==> src/rtl/vote_session_ctrl.sv <==
`timescale 1ns/1ps
// vote_session_ctrl
// Session sequencer and four-booth round-robin arbiter for the vote counter.
// Walks IDLE -> OPEN -> CLOSED -> CLEARING -> IDLE on console commands. Allows
// one vote per arming, and presents at most one vote at a time to the counter
// datapath over valid/ready.
//
// Ports:
//   clk, rst_n                    clock, async active-low reset
//   open_cmd/close_cmd/clear_cmd  console command pulses (clear > close > open)
//   arm[3:0]                      per-booth arm pulses
//   booth_req[3:0], booth_cand[7:0]  booth requests, candidate per booth (2 bits)
//   booth_ack[3:0]                one-cycle pulse when a booth's vote is accepted
//   vote_valid, vote_cand, vote_ready  vote handshake to the counter datapath
//   counter_clear                 one-cycle clear pulse to the counter datapath
//   state[1:0]                    00 IDLE, 01 OPEN, 10 CLOSED, 11 CLEARING
//   booth_armed[3:0]              armed booths
//   booth_timeout[3:0]            one-cycle pulse when a booth is disarmed by timeout
//   votes_cast[7:0]               accepted votes this session, saturating at 255
module vote_session_ctrl #(
  parameter int unsigned TIMEOUT_CYCLES = 255
) (
  input  logic       clk,
  input  logic       rst_n,
  input  logic       open_cmd,
  input  logic       close_cmd,
  input  logic       clear_cmd,
  input  logic [3:0] arm,
  input  logic [3:0] booth_req,
  input  logic [7:0] booth_cand,
  output logic [3:0] booth_ack,
  output logic       vote_valid,
  output logic [1:0] vote_cand,
  input  logic       vote_ready,
  output logic       counter_clear,
  output logic [1:0] state,
  output logic [3:0] booth_armed,
  output logic [3:0] booth_timeout,
  output logic [7:0] votes_cast
);

  localparam int unsigned NB = 4;
  localparam int unsigned IW = 2;
  localparam int unsigned CW = 2;
  localparam int unsigned TW = 8;
  localparam int unsigned VW = 8;
  localparam logic [TW-1:0] TMO_LAST  = TW'(TIMEOUT_CYCLES - 1);
  localparam logic [VW-1:0] VOTES_MAX = '1;

  typedef enum logic [1:0] {
    ST_IDLE     = 2'b00,
    ST_OPEN     = 2'b01,
    ST_CLOSED   = 2'b10,
    ST_CLEARING = 2'b11
  } state_e;

  state_e         st_q, st_d;
  logic           close_pend_q, close_pend_d;
  logic [IW-1:0]  rr_q, rr_d;
  logic [IW-1:0]  gidx_q, gidx_d;
  logic           valid_q, valid_d;
  logic [CW-1:0]  cand_q, cand_d;
  logic [NB-1:0]  ack_q, ack_d;
  logic [NB-1:0]  armed_q, armed_d;
  logic [NB-1:0]  tmo_q, tmo_d;
  logic [VW-1:0]  votes_q, votes_d;
  logic           clr_q, clr_d;
  logic [TW-1:0]  timer_q [NB];
  logic [TW-1:0]  timer_d [NB];

  logic [NB-1:0]  eligible;
  logic           grant;
  logic [IW-1:0]  gsel;
  logic           hs;
  logic           go_closed;

  // Round-robin pick: first eligible booth after the pointer, pointer itself last.
  always_comb begin
    logic [IW-1:0] idx;
    eligible = booth_req & armed_q;
    gsel     = rr_q;
    grant    = 1'b0;
    idx      = '0;
    for (int k = 1; k <= int'(NB); k++) begin
      idx = rr_q + IW'(k);
      if (!grant && eligible[idx]) begin
        gsel  = idx;
        grant = 1'b1;
      end
    end
    if (st_q != ST_OPEN || close_pend_q || valid_q) begin
      grant = 1'b0;
    end
  end

  assign hs        = valid_q & vote_ready;
  // A pending close waits for any outstanding vote to finish its handshake.
  assign go_closed = (st_q == ST_OPEN) && close_pend_q && (!valid_q || vote_ready);

  // Next-state and next-output logic.
  always_comb begin
    st_d         = st_q;
    close_pend_d = close_pend_q;
    rr_d         = rr_q;
    gidx_d       = gidx_q;
    valid_d      = valid_q;
    cand_d       = cand_q;
    ack_d        = '0;
    tmo_d        = '0;
    clr_d        = 1'b0;
    armed_d      = armed_q;
    votes_d      = votes_q;
    timer_d      = timer_q;

    // Session sequencing; illegal commands are simply ignored.
    case (st_q)
      ST_IDLE: begin
        if (clear_cmd) begin
          st_d = ST_CLEARING;
        end else if (open_cmd) begin
          st_d = ST_OPEN;
        end
      end
      ST_OPEN: begin
        if (go_closed) begin
          st_d         = ST_CLOSED;
          close_pend_d = 1'b0;
        end else if (close_cmd) begin
          close_pend_d = 1'b1;
        end
      end
      ST_CLOSED: begin
        if (clear_cmd) begin
          st_d = ST_CLEARING;
        end
      end
      ST_CLEARING: begin
        st_d = ST_IDLE;
      end
      default: begin
        st_d = ST_IDLE;
      end
    endcase

    // Arming only sets bits; an already-armed booth keeps its timer.
    if (st_q == ST_IDLE || st_q == ST_OPEN) begin
      armed_d = armed_q | arm;
    end

    // Idle timers for armed, ungranted booths; a coinciding grant beats the timeout.
    for (int i = 0; i < int'(NB); i++) begin
      if (st_q == ST_OPEN && armed_q[i] && !(valid_q && gidx_q == IW'(i))) begin
        if (grant && gsel == IW'(i)) begin
          timer_d[i] = '0;
        end else if (timer_q[i] == TMO_LAST) begin
          timer_d[i] = '0;
          tmo_d[i]   = 1'b1;
          armed_d[i] = 1'b0;
        end else begin
          timer_d[i] = timer_q[i] + TW'(1);
        end
      end
    end

    // Grant: latch candidate and booth so they stay stable while valid.
    if (grant) begin
      valid_d = 1'b1;
      cand_d  = booth_cand[{gsel, 1'b0} +: CW];
      gidx_d  = gsel;
      rr_d    = gsel;
    end

    // Handshake: acknowledge and disarm; this overrides a same-cycle arm.
    if (hs) begin
      valid_d         = 1'b0;
      ack_d[gidx_q]   = 1'b1;
      armed_d[gidx_q] = 1'b0;
      if (votes_q != VOTES_MAX) begin
        votes_d = votes_q + VW'(1);
      end
    end

    if (st_d == ST_CLEARING) begin
      clr_d   = 1'b1;
      votes_d = '0;
    end

    if (go_closed || st_q == ST_CLEARING) begin
      armed_d = '0;
    end
    if (st_q == ST_CLEARING) begin
      votes_d = '0;
    end

    // Disarmed booths always hold a zero timer.
    for (int i = 0; i < int'(NB); i++) begin
      if (!armed_d[i]) begin
        timer_d[i] = '0;
      end
    end
  end

  // State and output registers.
  always_ff @(posedge clk or negedge rst_n) begin
    if (!rst_n) begin
      st_q         <= ST_IDLE;
      close_pend_q <= 1'b0;
      rr_q         <= IW'(NB - 1);
      gidx_q       <= '0;
      valid_q      <= 1'b0;
      cand_q       <= '0;
      ack_q        <= '0;
      armed_q      <= '0;
      tmo_q        <= '0;
      votes_q      <= '0;
      clr_q        <= 1'b0;
      for (int i = 0; i < int'(NB); i++) begin
        timer_q[i] <= '0;
      end
    end else begin
      st_q         <= st_d;
      close_pend_q <= close_pend_d;
      rr_q         <= rr_d;
      gidx_q       <= gidx_d;
      valid_q      <= valid_d;
      cand_q       <= cand_d;
      ack_q        <= ack_d;
      armed_q      <= armed_d;
      tmo_q        <= tmo_d;
      votes_q      <= votes_d;
      clr_q        <= clr_d;
      for (int i = 0; i < int'(NB); i++) begin
        timer_q[i] <= timer_d[i];
      end
    end
  end

  assign state         = st_q;
  assign vote_valid    = valid_q;
  assign vote_cand     = cand_q;
  assign booth_ack     = ack_q;
  assign booth_armed   = armed_q;
  assign booth_timeout = tmo_q;
  assign votes_cast    = votes_q;
  assign counter_clear = clr_q;

endmodule

==> config.mk <==
export PLATFORM = sky130hd
export DESIGN_NAME = vote_session_ctrl
export DESIGN_NICKNAME = d
export VERILOG_FILES = /design/src/rtl/vote_session_ctrl.sv
export SDC_FILE = /design/constraint.sdc
export NUM_CORES = 1
export LEC_CHECK = 0
export ABC_AREA = 1
export CORE_ASPECT_RATIO = 1.5
export CORE_MARGIN = 2
export CORE_UTILIZATION = 56
export CTS_CLUSTER_DIAMETER = 40
export CTS_CLUSTER_SIZE = 10
export DETAILED_ROUTE_END_ITERATION = 7
export PLACE_DENSITY_LB_ADDON = 0.15
export RECOVER_POWER = 100
export SYNTH_ARGS = -nofsm -noshare
export SYNTH_HDL_FRONTEND = slang
export SYNTH_SLANG_ARGS = --single-unit
==> constraint.sdc <==
create_clock -name clk -period 2.65 [get_ports clk]
set_input_delay 0.6625 -clock clk [delete_from_list [all_inputs] [get_ports clk]]
set_output_delay 0.6625 -clock clk [all_outputs]
set_load 0.01 [all_outputs]
### After elaboration in Yosys (flattened, before gate mapping)

Cells that the tools add are included.

* output and inout bits: 26
* bits in registers: 63

* equality and inequality tests: 20
* reductions and logical operators: 44
* bitwise gates (word level): 5
* multiplexer cells: 77
* order comparisons: 6
* $add $sub $neg: 8
* shifts and indexed selects: 1

Operator list (count)
* $mux W8: 20
* $add A8 B1 Y8 const B: 5
* $mux W1: 39
* $eq A8 B8 Y1 const B: 4
* $logic_and A1 B1 Y1: 22
* $mux W2: 8
* $mux W4: 4
* $lt A2 B3 Y1 const B: 5
* $eq A2 B2 Y1 const B: 7
* $ne A2 B1 Y1 const B: 5
* $and A4 B4 Y4: 2
* $bmux W1 S2: 4
* $logic_not A1 Y1: 8
* $ne A8 B8 Y1 const B: 1
* $pmux W2 S4: 1
* $shiftx A8 B4 Y2: 1
* $eq A2 B1 Y1 const B: 3
* $logic_not A2 Y1: 3
* $reduce_bool A3 Y1: 2
* $logic_or A1 B1 Y1: 5
* $add A2 B2 Y2 const B: 2
* $not A4 Y4: 1
* $or A4 B4 Y4: 1
* $reduce_and A2 Y1: 2
* 5 further kinds: 6

### Logic depth before layout (Yosys ltp)

* depth after elaboration: 21
* gate-level depth with buffers: 15
* gate-level depth less buffers: 14

### Least setup slack after synthesis

Ideal clock, no wire load.

* path kind: input port to flip-flop
* from: input vote_ready
* to: register timer_q[16] (netlist bit)
* stages: 6
* data arrival time: 1817 ps
* buffers on the path: 0
* setup slack: 760 ps
* required time: 2576 ps
* cells stage by stage: or2_2 -> nand3_1 -> o21ai_0 -> nor3_1 -> nand2_4 -> a21oi_2

* word-level cells in the longest chain between the ends: 5
* elaborated cells between the ends (all ways): 8

RTL lines
* start, declared: line 34 `input logic vote_ready,`
* $logic_or A1 B1 Y1: line 98 `assign go_closed = (st_q == ST_OPEN) && close_pend_q && (!valid_q || vote_ready);`
* $logic_and A1 B1 Y1: line 98
* $logic_or A1 B1 Y1: line 188 `if (go_closed || st_q == ST_CLEARING) begin`
* $mux W4 (*): line 188
* $ne A2 B1 Y1 (no line) or $mux W8 (tied branches)
* end signal, assigned by index: line 233 `timer_q[i] <= timer_d[i];`
* end, declared: line 68 `logic [TW-1:0] timer_q [NB];`

Mark *: on every way between the ends. The rest lies on a longest branch, timed or not.
A chain may end at the register's enable or synchronous reset.

### Final worst setup path

* from: register rr_q[0]
* to: register timer_q[2] (netlist bit)

* word-level cells in the longest chain between the ends: 21
* elaborated cells between the ends (all ways): 37

RTL lines
* start, declared: line 59 `logic [IW-1:0] rr_q, rr_d;`
* start signal, assigned: line 208 `rr_q <= IW'(NB - 1);`
* start signal, assigned: line 223 `rr_q <= rr_d;`
* $add A2 B1 Y2: line 85 `idx = rr_q + IW'(k);`
* $bmux W1 S2: line 86 `if (!grant && eligible[idx]) begin`
* $mux W1 (not written as such): line 86
* $mux W1: line 86
* $logic_not A1 Y1: line 86
* $logic_and A1 B1 Y1: line 86
* $mux W1: line 86
* $logic_not A1 Y1: line 86
* (+5 left out)
* $eq A2 B2 Y1 or $mux W1 (tied branches): line 153, 91
* $logic_and A1 B1 Y1 (*): line 153 `if (grant && gsel == IW'(i)) begin`
* $mux W1: line 153
* $mux W1: line 152 `if (st_q == ST_OPEN && armed_q[i] && !(valid_q && gidx_q == IW'(i))) begin`
* $and A4 B4 Y4 (no line)
* $mux W4: line 174 `if (hs) begin`
* $mux W4: line 188
* $ne A2 B1 Y1 (no line) or $mux W8 (tied branches)

Mark *: on every way between the ends. The rest lies on a longest branch, timed or not. The select of a mux whose other input is x is not followed.

==> results.md <==
* Max-cap viol count at 1
* Synthesized cell area at 4020 sq um
* Worst r2r dst: timer_q[2]$_DFFE_PN0P_
* DR pass1 iterations at 5
* Area growth, synth to finish at 18.9%
* Buf+Inv Stages, Crit Path at 2
* Clock Skew at 0.0112 ns
* Crit path required time at 2.89 ns
* Post_cts resized at 0
* Largest area contributor in the netlist: dfrtp_1
* Hold endpoint: vote_cand[0]$_DFFE_PN0P_
* RSZ-0062 raised after global routing: no
* EDFF count, synth at 0
* Worst-path clk slew at 0.07 ns
* Cells after Synth at 514
* VDD IR max at 0.532 mV
* Die Y at 108 microns
* Setup CP Type: reg -> reg
* Arrival time at the worst endpoint at 2.59 ns
* Worst reg2reg path depth at 13
* Top_reg_cell synth: dfrtp_1
* CTS Buffer Depth at 2
* Yosys reg bits at 63
* Die Span X at 73.2 microns
* Post-CTS Hold Fix Bufs at 0
* Clk_lat worst skew at 0.36 ns
* Critical Path Max Stage Delay at 0.66 ns
* Asr flop ratio synth at 100%
* # Post-CTS Setup Buffers at 0
* Total wire length at 9150 microns
* CTS tree: done
* Yosys top cell area share at 37.9%
* Worst slew pin tran at 1.57 ns
* FILL cells at 592
* Root buffer cell: clkbuf_8
* Critical Path End Type: flip-flop
* Vias per cell at 5.59
* IO Count at 48
* Syn_nets at 545
* Netlist cell types at 33
* Die area at 7890 sq um
* Largest net degree at the start of global routing at 64
* # setup viols final at 0
* Grt ovf at 0
* First-pass GRT wire length at 16000 microns
* H-tree levels at 3
* Startpoint types: flip-flop
* Initial drt markers at 286
* Routed Antenna Nets at 0
* Final Worst Setup Slack at 0.301 ns
* CORE AREA at 6900 sq um
* Routed wire per std cell at 13.9 microns
* CTS sink cnt at 63
* Vias in the first global route at 3540
* CP startpoint: rr_q[0]$_DFFE_PN1P_
* Worst hold path type: reg -> reg
* Worst path cell trace: inv_1, nand3_1, nand3_1, nand2_2, inv_1, nand2_1, nand2_1, nand3_1, nand2_2, nand2_4, nand2_4, nand2_4, a21oi_1
* Dominant cells by area after synthesis: dfrtp_1 38%, nand2_1 9.5%, nand3_1 8.3%
* Port bufs at 47
* Mapped Avg Cell Area at 7.83 sq um
* Synth warn at 0
* R2R Path Start: rr_q[0]$_DFFE_PN1P_
* Slew headroom at -4.75%
* Via count at 3684
* Sequential area share after synthesis at 39.3%
* Hold slack at 0.483 ns
* Nets at 607
* PwrDens at 962 nW/um^2
* Fin. max-slew vios at 64
* Leakage power at 0.00227 uW
* Failing checks: max-capacitance violations, max-slew violations
* Hold Crit Depth at 2
* Total GRT Usage at 25.9%
* DPL Wire Length at 6590 microns
* Final Power at 4600 uW
* Initial core utilization at 58.3%
* Multi-input logic area at 2110 sq um
* CP top delay family: simple AND/OR/NAND/NOR gates
* Initial antenna violation count at 0
* Setup total negative slack at 0 ns
* Diode count at 0
* Fin crit share at 88.6%
* Layout cells sized above 1 at 12.2%
* Cell row count at 37
* GP Congestion at 0.826
* Crit path time final at 2.35 ns
* R2R Setup Slk at 0.30 ns
* CP max-delay cell: dfstp_2
* Fmax at 426 MHz
* Worst slack, placed at 0.0130 ns
* DR DRC count at 0
* Status: complete, but fails checks
* Reg area at 1580 sq um
* TritonCTS buffer count at 9
* Hold Vio Cnt, Final at 0
* Min-Delay Startpoint: vote_cand[0]$_DFFE_PN0P_
* Worst-path fanout max at 11
-- synthesized netlist by cell type, types with 6 or more instances --
master,count
inv_1,60
a21oi_2,27
ha_1,9
nor2_1,57
dfrtp_1,61
xnor2_1,6
nand2_1,102
nand2_2,10
nor3_1,18
nand3_1,67
nand2_4,19
nand4_1,8
xor2_1,14
a21oi_1,21
o21ai_0,10
-- power by group --
group	switching [uW]	internal, uW
Clock	383	606
Combinational	1530	763
Sequential	191	1130
-- layout make-up --
type | count | share of cell area (%)
multi-input combinational | 383 | 44.1
clock inverter | 3 | 1.36
tap | 78 | 2.04
clock buffer | 13 | 3.53
inverter | 62 | 4.87
sequential | 63 | 33.0
timing repair buffer | 57 | 11.1
-- how the worst max path moves through the flow --
stage | endpoint | slack (ns) | cells after the start
5_1_grt | timer_q[2]$_DFFE_PN0P_ | 0.1 | 13
3_3_place_gp | timer_q[9]$_DFFE_PN0P_ | 0.07 | 13
2_1_floorplan | timer_q[16]$_DFFE_PN0P_ | 0.76 | 6
6_report | timer_q[2]$_DFFE_PN0P_ | 0.30 | 13
4_1_cts | timer_q[27]$_DFFE_PN0P_ | 0.39 | 13
3_5_place_dp | timer_q[27]$_DFFE_PN0P_ | 0.01 | 13
-- routing by layer --
| metal | routed length (microns) | share of wire, % | track usage, % | up-vias |
|---|---|---|---|---|
| li1 | - | - | - | 1800 |
| met1 | 3830 | 42 | 31.5 | 1780 |
| met2 | 4810 | 53 | 44.0 | 94 |
| met3 | 390 | 4.3 | 5.81 | 10 |
| met4 | 116 | 1.3 | 9.39 | 0 |
| met5 | 0 | 0 | 0 | - |
-- tightest hold or removal path: stages, from the launching register on --
cell,delay (ns)
dfrtp_1,0.34
nand2_1,0.05
nand2_1,0.05
-- layout by cell type, fill, tap and decap left out, types with 2 or more instances in the layout --
cell | Yosys | routed
a21oi_2 | 27 | 9
nand2_1 | 102 | 102
nand3_1 | 67 | 67
bufinv_16 | 0 | 2
clkbuf_8 | 0 | 12
nor3_1 | 18 | 18
buf_4 | 1 | 7
o21ai_0 | 10 | 10
xor2_1 | 14 | 14
nor2_1 | 57 | 57
nand2_4 | 19 | 19
dlygate4sd3_1 | 0 | 27
dfrtp_1 | 61 | 61
nor2_8 | 2 | 2
nand4_1 | 8 | 8
inv_1 | 60 | 61
a21oi_1 | 21 | 39
dfstp_2 | 2 | 2
a31oi_1 | 2 | 2
clkbuf_1 | 4 | 3
xnor2_1 | 6 | 6
nand2_2 | 10 | 10
clkdlybuf4s50_1 | 0 | 19
ha_1 | 9 | 9
-- state kept, by name, summed over array words and instances, names as in the netlist --
| signal | cells |
|---|---|
| booth_timeout | 4 |
| close_pend_q | 1 |
| counter_clear | 1 |
| votes_cast | 8 |
| gidx_q | 2 |
| timer_q | 32 |
| booth_armed | 4 |
| state | 2 |
| vote_cand | 2 |
| rr_q | 2 |
| booth_ack | 4 |
| vote_valid | 1 |
-- kinds of logic after synthesis --
group	after synthesis	synth area share, %
buffers and inverters	68	6.63
adders and majority gates	9	2.80
AOI/OAI and AO/OA	64	10.8
and+or+nand+nor	290	36.2
DFF	63	39.3
xor gates and xnor gates	20	4.35
-- metrics by stage --
stage	utilization [%]	area [sq um]	std cells
after global routing	69.3	4780	659
final	69.3	4780	659
after floorplan	-	4020	514
after detailed placement	67.3	4640	643
after global placement	67.3	4640	643
after CTS	70.7	4870	659
(Power assumes the default switching activity.)
